`src/rtl/riscv_multicycle_ctrl.sv`:
```
// Multi-cycle sequencer for the RV32I datapath: steps each instruction through
// FETCH/DECODE/EXEC/MEM/WB, drives datapath enables and the memory handshake,
// and halts in TRAP on illegal opcodes or unanswered memory requests.
//
// state  | meaning
// -------+--------------------------------------------------------------
// FETCH  | request instruction word, load IR and pc+4 on mem_ready
// DECODE | classify opcode, latch class, trap on unknown opcode
// EXEC   | ALU operation; branches resolve here and return to FETCH
// MEM    | load/store data access, wait for mem_ready
// WB     | register-file write of ALU result or load data
// TRAP   | halted, all enables off, left only through rst_n
module riscv_multicycle_ctrl #(
    parameter int MEM_TIMEOUT = 255
) (
    input  logic       clk,
    input  logic       rst_n,
    input  logic [6:0] opcode,
    input  logic       mem_ready,
    input  logic       br_cond,
    output logic       mem_req,
    output logic       mem_we,
    output logic       ir_we,
    output logic       pc_we,
    output logic       pc_sel,
    output logic       reg_we,
    output logic       wb_sel,
    output logic       alu_src_b,
    output logic [1:0] alu_op,
    output logic       trap,
    output logic [1:0] trap_cause,
    output logic [2:0] state_dbg
);

    localparam logic [2:0] S_FETCH  = 3'd0;
    localparam logic [2:0] S_DECODE = 3'd1;
    localparam logic [2:0] S_EXEC   = 3'd2;
    localparam logic [2:0] S_MEM    = 3'd3;
    localparam logic [2:0] S_WB     = 3'd4;
    localparam logic [2:0] S_TRAP   = 3'd5;

    localparam logic [2:0] C_R  = 3'd0;
    localparam logic [2:0] C_I  = 3'd1;
    localparam logic [2:0] C_LD = 3'd2;
    localparam logic [2:0] C_ST = 3'd3;
    localparam logic [2:0] C_BR = 3'd4;

    // Last unanswered cycle count before the timeout fires.
    localparam logic [7:0] TO_LAST = 8'(MEM_TIMEOUT - 1);

    logic [2:0] state, state_nx;
    logic [2:0] cls, cls_dec;
    logic       legal;
    logic [7:0] wait_cnt;
    logic [1:0] cause_nx;
    logic       timed_out;

    assign state_dbg = state;
    assign timed_out = !mem_ready && (wait_cnt == TO_LAST);

    // Opcode classification, only consumed while in DECODE.
    always_comb begin
        cls_dec = C_R;
        legal   = 1'b1;
        case (opcode)
            7'b0110011: cls_dec = C_R;
            7'b0010011: cls_dec = C_I;
            7'b0000011: cls_dec = C_LD;
            7'b0100011: cls_dec = C_ST;
            7'b1100011: cls_dec = C_BR;
            default:    legal   = 1'b0;
        endcase
    end

    // Next-state logic and trap cause for the entering-TRAP transition.
    always_comb begin
        state_nx = state;
        cause_nx = 2'b00;
        case (state)
            S_FETCH: begin
                if (mem_ready) begin
                    state_nx = S_DECODE;
                end else if (timed_out) begin
                    state_nx = S_TRAP;
                    cause_nx = 2'b10;
                end
            end
            S_DECODE: begin
                if (legal) begin
                    state_nx = S_EXEC;
                end else begin
                    state_nx = S_TRAP;
                    cause_nx = 2'b01;
                end
            end
            S_EXEC: begin
                case (cls)
                    C_R, C_I:   state_nx = S_WB;
                    C_LD, C_ST: state_nx = S_MEM;
                    default:    state_nx = S_FETCH;
                endcase
            end
            S_MEM: begin
                if (mem_ready) begin
                    state_nx = (cls == C_LD) ? S_WB : S_FETCH;
                end else if (timed_out) begin
                    state_nx = S_TRAP;
                    cause_nx = 2'b10;
                end
            end
            S_WB:    state_nx = S_FETCH;
            S_TRAP:  state_nx = S_TRAP;
            default: state_nx = S_FETCH;
        endcase
    end

    // State, class latch, wait counter and sticky trap registers.
    always_ff @(posedge clk or negedge rst_n) begin
        if (!rst_n) begin
            state      <= S_FETCH;
            cls        <= C_R;
            wait_cnt   <= 8'd0;
            trap       <= 1'b0;
            trap_cause <= 2'b00;
        end else begin
            state <= state_nx;
            if (state == S_DECODE) begin
                cls <= cls_dec;
            end
            if (state_nx != state) begin
                wait_cnt <= 8'd0;
            end else if ((state == S_FETCH || state == S_MEM) && !mem_ready) begin
                wait_cnt <= wait_cnt + 8'd1;
            end
            if (state_nx == S_TRAP && state != S_TRAP) begin
                trap       <= 1'b1;
                trap_cause <= cause_nx;
            end
        end
    end

    // Output decode; gated by rst_n so everything is quiet while reset is held.
    always_comb begin
        mem_req   = 1'b0;
        mem_we    = 1'b0;
        ir_we     = 1'b0;
        pc_we     = 1'b0;
        pc_sel    = 1'b0;
        reg_we    = 1'b0;
        wb_sel    = 1'b0;
        alu_src_b = 1'b0;
        alu_op    = 2'b00;
        if (rst_n) begin
            case (state)
                S_FETCH: begin
                    mem_req = 1'b1;
                    ir_we   = mem_ready;
                    pc_we   = mem_ready;
                end
                S_EXEC: begin
                    case (cls)
                        C_I: alu_src_b = 1'b1;
                        C_LD, C_ST: begin
                            alu_op    = 2'b10;
                            alu_src_b = 1'b1;
                        end
                        C_BR: begin
                            alu_op = 2'b01;
                            pc_we  = br_cond;
                            pc_sel = br_cond;
                        end
                        default: alu_src_b = 1'b0;
                    endcase
                end
                S_MEM: begin
                    mem_req = 1'b1;
                    alu_op  = 2'b10;
                    mem_we  = (cls == C_ST);
                end
                S_WB: begin
                    reg_we = 1'b1;
                    wb_sel = (cls == C_LD);
                end
                default: mem_req = 1'b0;
            endcase
        end
    end

endmodule
```
`config.mk`:
```
export PLATFORM = sky130hd
export DESIGN_NAME = riscv_multicycle_ctrl
export DESIGN_NICKNAME = d
export VERILOG_FILES = /design/src/rtl/riscv_multicycle_ctrl.sv
export SDC_FILE = /design/constraint.sdc
export NUM_CORES = 1
export LEC_CHECK = 0
export ABC_AREA = 1
export CORE_UTILIZATION = 50
export DETAILED_ROUTE_END_ITERATION = 10
export PLACE_DENSITY = 0.82
export SKIP_LAST_GASP = 1
export SYNTH_ARGS = -nofsm -noshare
export SYNTH_HDL_FRONTEND = slang
export SYNTH_SLANG_ARGS = --single-unit
```
`constraint.sdc`:
```
create_clock -name clk -period 1.63 [get_ports clk]
set_input_delay 0.326 -clock clk [delete_from_list [all_inputs] [get_ports clk]]
set_output_delay 0.326 -clock clk [all_outputs]
set_load 0.02 [all_outputs]
```
==> results of run 1 <==
==> cells by family after synthesis <==
logic type | count (synthesis)
buffers and inverters | 20
xor gates and xnor gates | 6
DFF | 17
AOI/OAI and AO/OA | 18
adders and majority gates | 2
and+or+nand+nor | 99
==> what timing repair did <==
item | CTS
setup buffers | 7
setup endpoints to repair | 24
pin swaps | 13
gates resized for setup | 86
==> metrics by stage <==
step	setup TNS [ns]	worst slack, ns	hold slack, ns	area, µm²	cells
floorplan	-0.0553	-0.0493	0.0304	1260	162
global placement	-8.30	-0.626	0.460	1840	254
detailed placement	-9.46	-0.668	0.480	1840	254
CTS	-1.45	-0.188	0.292	2000	265
==> results.cfg, run 1 <==
[synthesis]
synthCells = 162
synth_top_family_by_area = simple AND/OR/NAND/NOR gates
muxShareOfSynthArea = 0
synth-simple-area-share = 0.427
syn-num-nets = 175
synth_edf_count = 0
yosys-top-cells-count = 36 x nand2_1, 17 x dfrtp_1, 17 x nor2_1, 16 x nand3_1, 14 x inv_1
synth.top_cell.area_share = 0.348
netlist_top_cells_area = dfrtp_1 35%, nand2_1 11%, nand3_1 6.6%
synth_flop_cell = dfrtp_1
netlist_area_um2 = 1220
ys_seq_area_frac = 0.348
synthXorXnorAreaFrac = 0.0430
synth_fa_ha_area_frac = 0.0205
yosys.cell_types.count = 28
yosysMostFrequentCell = nand2_1
synth_warnings = 0
synth_compound_area_frac = 0.0911
syn_area_per_cell_um2 = 7.55
synth-async-reset-ratio = 1.00
ys_ff_latch = 17
yosys.area.top_type = dfrtp_1

[run_status]
status = did not finish
stop_error = [ERROR DPL-0038] Utilization greater than 100%, impossible to legalize
lastStage = global routing

[place]
routabilityCongestion = 0.925
port_buffers = 26
dpl.hpwl_um = 3000

[floorplan]
fp-row-count = 17
ios = 27
start_util = 0.542
die_h_um = 51.4
die_x_um = 51.4

[global_route]
grt_max_degree = 18

[cts]
cts_buffer_depth = 2
clock-sinks = 17
cts_max_level = 1
clockRootBuffer = clkbuf_4
postCtsHoldBufs = 0
cts_buffers = 3

[sta]
worstEndpointType = primary output
grt-worst-endpoint = pc_we
==> run 2, diff against run 1 <==
Settings changed: CORE_AREA from default to 2 2 63 65, CORE_UTILIZATION 50 to default, DIE_AREA from default to 0 0 65 67, PLACE_DENSITY 0.82 to default, PLACE_DENSITY_LB_ADDON from default to 0.15.
==> results.cfg, run 2 <==
[route]
drcViolationCount = 0
vias = 1384
routed_wl_um = 3880
ant_nets = 0
wl_per_cell_um = 13.4
drt_iter0_drc = 23
first_pass_iters = 4
viasPerCell = 4.79

[synthesis]
yosys.cell_types.count = 28
synth_flop_cell = dfrtp_1
muxShareOfSynthArea = 0
syn_area_per_cell_um2 = 7.55
synth_fa_ha_area_frac = 0.0205
synth-async-reset-ratio = 1.00
syn-num-nets = 175
synth-simple-area-share = 0.427
ys_ff_latch = 17
synth.top_cell.area_share = 0.348
synthCells = 162
netlist_area_um2 = 1220
synthXorXnorAreaFrac = 0.0430
synth_edf_count = 0
yosys.area.top_type = dfrtp_1
netlist_top_cells_area = dfrtp_1 35%, nand2_1 11%, nand3_1 6.6%
ys_seq_area_frac = 0.348
synth_warnings = 0
synth_top_family_by_area = simple AND/OR/NAND/NOR gates
synth_compound_area_frac = 0.0911
yosysMostFrequentCell = nand2_1
yosys-top-cells-count = 36 x nand2_1, 17 x dfrtp_1, 17 x nor2_1, 16 x nand3_1, 14 x inv_1

[sta]
worst_slew_pin_slew_ns = 0.309
slew_headroom = 0.794
post-route-min-period_ns = 1.74
finalCritPeriodShare = 1.07
max_clock_freq_ghz = 0.575
drv_slew = 0
finalSetupViolations = 17
rsz0062_at_grt = yes
finalSetupTns_ns = -0.988
clock_skew_ns = 0.00690
hold_violations = 0
setup_slack_ns = -0.111

[min_path]
min-delay-path-class = in -> async

[cts]
clockRootBuffer = clkbuf_8
cts_tree = built
worstSkewPairLatency_ns = 0.25
cts_buffers = 3
cts_buffer_depth = 2
cts_max_level = 1
postCtsHoldBufs = 0
clkTransAtPathRegs_ns = 0.07
clock-sinks = 17

[floorplan]
ios = 27
die_x_um = 65
start_util = 0.339
dieArea_um2 = 4360
die_h_um = 67
coreArea_um2 = 3610
fp-row-count = 22

[power_and_ir_drop]
sw_frac_of_total = 0.486
vdd.ir_drop.worst_uv = 494
p_comb_frac = 0.725
p_int_mw = 1.61
clockPowerShare = 0.102
p_per_area_nw_per_um2 = 1350
p_switching_mw = 1.52
report.power.total_mw = 3.13
p_seq_frac = 0.173
leakagePower_nw = 1.04

[worst_setup_path]
rr_startpoint = state_dbg[2]
cp_slowest_stage_delay_ns = 0.43
required_ns = 1.30
crit_slowest_cell = dfrtp_2
r2r-end = wait_cnt[4]
r2r_setup_slack_ns = -0.07
end_kind = primary output
crit_start = state_dbg[2]
cpMostUsedCell = nand2_2
critPathCapture = pc_we
critPathArrivalTime_ns = 1.41
reg2reg_depth = 11
critPathKind = reg -> out
crit_path_max_fanout = 3
critPathLaunchType = register
cp_cell_sequence = nor2_4 > nand2_2 > nor3_4 > nand2_2 > o21ai_2 > buf_4

[cells_and_area]
final_common_cell = buf_4
final_cell_mix = 42 x buf_4, 23 x nand2_1, 17 x buf_6
nFillCells = 325
n_antenna_cell = 0
top_register = wait_cnt
largest_reg_flops = 8
syn2layout_area_growth_pct = 89.7
drive_gt1_frac = 0.581
num-nets-final = 255

[place]
port_buffers = 26
routabilityCongestion = 0.806
dpl.hpwl_um = 2740
dpl_worst_slack_ns = -0.725

[job]
drv_cap = 0

[run_status]
status = finished with violations
violations = negative setup slack

[global_route]
grt_max_degree = 18
grt_remaining_overflow = 0
grt_pass1_vias = 1325
grt_pass1_wl_um = 5910
grt.total_usage = 0.180
antenna_found_initial = 0
-- run 2: timing repair --
action / in CTS / in global routing
hold endpoints to repair: 0 / 0
resized for setup: 84 / 58
cloned: 0 / 0
setup endpoints to repair: 24 / 22
pin swaps: 25 / 31
setup buffers: 7 / 8
-- run 2: cell type report --
class                      count  area (µm²)  share of cell area
clock buffer                   3        41.3              0.0178
clock inverter                 1        5.00             0.00216
inverter                      18        80.1              0.0345
multi-input combinational    125        1020               0.439
sequential                    17         428               0.185
tap                           48        60.1              0.0259
timing repair buffer          77         686               0.296
-- run 2: worst max-delay path: cells and delay by family (launching register included) --
family	cells	cell delay, ns
AND/OR/NAND/NOR	4	0.51
buffers and inverters	1	0.15
AO/OA/AOI/OAI	1	0.06
flip-flops	1	0.43
-- run 2: layer usage --
layer	wire (µm)	global-route usage	part of all wire
met3	112	0.0220	0.029
met4	92	0.0612	0.024
met1	1500	0.204	0.39
met5	0	0	0
met2	2170	0.344	0.56
-- run 2: how the worst min path moves through the flow --
stage	from	endpoint	slack, ns	depth (start not counted)
floorplan	rst_n	cls[0]	0.03	0
global placement	trap	trap	0.46	1
detailed placement	trap_cause[1]	trap_cause[1]	0.47	2
CTS	rst_n	state_dbg[0]	0.40	3
global route	rst_n	state_dbg[0]	0.43	3
finish	rst_n	state_dbg[0]	0.41	3
-- run 2: metrics by stage --
step,util,instance area (µm²),hold slack [ns],std cells
floorplan,-,1260,0.0304,162
global placement,0.510,1840,0.459,271
detailed placement,0.510,1840,0.473,271
CTS,0.561,2020,0.399,282
global route,0.643,2320,0.435,289
finish,0.643,2320,0.412,289
-- run 2: cells by family (layout without fill, tap and decap cells) --
| group | after synthesis | after routing |
|---|---|---|
| AO/OA/AOI/OAI | 18 | 18 |
| XOR/XNOR | 6 | 6 |
| adder cells (fa/ha/maj) | 2 | 2 |
| buffers and inverters | 20 | 99 |
| flip-flops | 17 | 17 |
| AND/OR/NAND/NOR | 99 | 99 |
-- run 2: power groups by stage --
stage	clock network [mW]	registers, mW	logic, mW
finish	0.319	0.540	2.27
detailed placement	0	0.528	1.52
CTS	0.324	0.533	1.88
floorplan	0	0.612	0.774
global route	0.351	0.549	2.44
global placement	0	0.525	1.49
Note: power is estimated with default switching activity, not from simulation.
==> run 3, diff against run 2 <==
Settings changed: SLEW_MARGIN from default to 20.
==> results of run 3 <==
No change in the layout: final DEF, timing and power equal those of run 2.
==> run 4, diff against run 3 <==
Settings changed: DONT_BUFFER_PORTS from default to 1, PLACE_DENSITY from default to 0.55, PLACE_DENSITY_LB_ADDON 0.15 to default.
==> results.cfg, run 4 (synthesis results as in run 2) <==
[min_path]
worst_hold_path.num_cells = 1
worstHoldStart = opcode[4]
holdPathEnd = cls[1]
min-delay-path-class = in -> reg

[sta]
clock_skew_ns = 0.00114
slew_headroom = 0.449
max_clock_freq_ghz = 0.589
drv_slew = 0
fin_hold_ws_ns = 0.176
finalCritPeriodShare = 1.04
worst_slew_pin_slew_ns = 0.823
finalSetupViolations = 6
hold_violations = 0
setup_slack_ns = -0.0685
post-route-min-period_ns = 1.70
rsz0062_at_grt = yes

[power_and_ir_drop]
vdd.ir_drop.worst_uv = 428
report.power.total_mw = 2.39
leakagePower_nw = 0.749
p_per_area_nw_per_um2 = 1410

[run_status]
status = finished with violations
violations = negative setup slack

[cts]
worstSkewPairLatency_ns = 0.25
clkTransAtPathRegs_ns = 0.07
clock-sinks = 17
clockRootBuffer = clkbuf_8
cts_buffer_depth = 2
cts_tree = built
cts_max_level = 1
cts_buffers = 3

[cells_and_area]
top_register = wait_cnt
largest_reg_flops = 8
final_cell_mix = 28 x nand2_1, 28 x buf_4, 14 x nand2_2, 14 x nand3_1, 14 x dfrtp_1
drive_gt1_frac = 0.456
final_area_um2 = 1700
num-nets-final = 209
syn2layout_area_growth_pct = 38.7
n_antenna_cell = 0

[place]
placedInstanceArea_um2 = 1470
dpl.hpwl_um = 2420
routabilityCongestion = 0.783
port_buffers = 0

[worst_setup_path]
reg2reg_depth = 10
required_ns = 1.30
cpMostUsedCell = nand2_2
r2r_setup_slack_ns = -0.01
end_kind = primary output
critPathKind = reg -> out
cp_slowest_stage_delay_ns = 0.46
crit_path_max_fanout = 3
critPathArrivalTime_ns = 1.37
crit_slowest_cell = dfrtp_2
cp_cell_sequence = nor2_4 > nand2_2 > inv_2 > nand2_2 > nor2_1 > buf_4
r2r-end = wait_cnt[3]
critPathLaunchType = register
rr_startpoint = state_dbg[0]

[global_route]
grt.total_usage = 0.162
antenna_found_initial = 0
grt_max_degree = 18
grt_pass1_vias = 1203
grt_pass1_wl_um = 5380
grt_remaining_overflow = 0

[route]
first_pass_iters = 4
wl_per_cell_um = 13.5
drcViolationCount = 0
viasPerCell = 4.83
vias = 1174
ant_nets = 0
drt_iter0_drc = 78
routed_wl_um = 3280

[floorplan]
coreArea_um2 = 3610
start_util = 0.339
ios = 27
dieArea_um2 = 4360
fp-row-count = 22
die_x_um = 65
die_h_um = 67

[job]
drv_cap = 0
run 4: cell types whose count changed in the layout (fill, tap and decap cells not counted), sizes merged:
cell           previous run  this run
clkdlybuf4s50            11         0
dlygate4sd2               5         0
dlygate4sd3               0         1
buf                      61        30
run 4: where the power goes:
part	switching [mW]	total, mW	internal (mW)	leakage (nW)
combinational	0.934	1.48	0.549	0.504
clock	0.147	0.317	0.169	0.0255
sequential	0.0990	0.587	0.488	0.219
run 4: worst max-delay path: cells and delay by family (launching register included):
family	cells	cell delay, ns
buffers and inverters	2	0.23
flip-flops	1	0.46
AND/OR/NAND/NOR	4	0.43
run 4: per-stage QoR:
stage | worst slack (ns) | instances | TNS, ns | util
floorplan | -0.0493 | 162 | -0.0553 | -
global placement | 0.0327 | 230 | 0 | 0.407
detailed placement | -0.0404 | 230 | -0.226 | 0.407
CTS | -0.0730 | 239 | -0.322 | 0.454
global route | -0.126 | 243 | -1.36 | 0.470
finish | -0.0685 | 243 | -0.170 | 0.470
run 4: worst max path at each step:
stage               slack, ns         start  cells after the start           to
floorplan               -0.05  state_dbg[0]                      3       wb_sel
global placement         0.03   wait_cnt[0]                     11  wait_cnt[1]
detailed placement      -0.04   wait_cnt[0]                     12  wait_cnt[6]
CTS                     -0.07  state_dbg[1]                      3       wb_sel
global route            -0.13  state_dbg[2]                      6        ir_we
finish                  -0.07  state_dbg[2]                      6        ir_we
run 4: timing repair:
action                     in CTS  in global routing
gates resized for setup        25                  9
setup buffers                   6                  4
hold endpoints to repair       17                  0
hold buffers                    1                  0
pin swaps                       9                  8
setup endpoints to repair      18                 20
run 4: metal layers:
| layer | track usage | share of wire |
|---|---|---|
| met1 | 0.186 | 0.43 |
| met2 | 0.304 | 0.51 |
| met3 | 0.0186 | 0.039 |
| met4 | 0.0612 | 0.014 |
| met5 | 0 | 0 |
run 4: final cells by class:
| type | count | area, µm² |
|---|---|---|
| Timing Repair Buffer | 31 | 243 |
| Tap cell | 48 | 60.1 |
| Fill cell | 352 | 1910 |
| Inverter | 18 | 72.6 |
| Sequential cell | 17 | 429 |
| Clock buffer | 3 | 41.3 |
| Clock inverter | 1 | 5.00 |
| Multi-Input combinational cell | 125 | 845 |
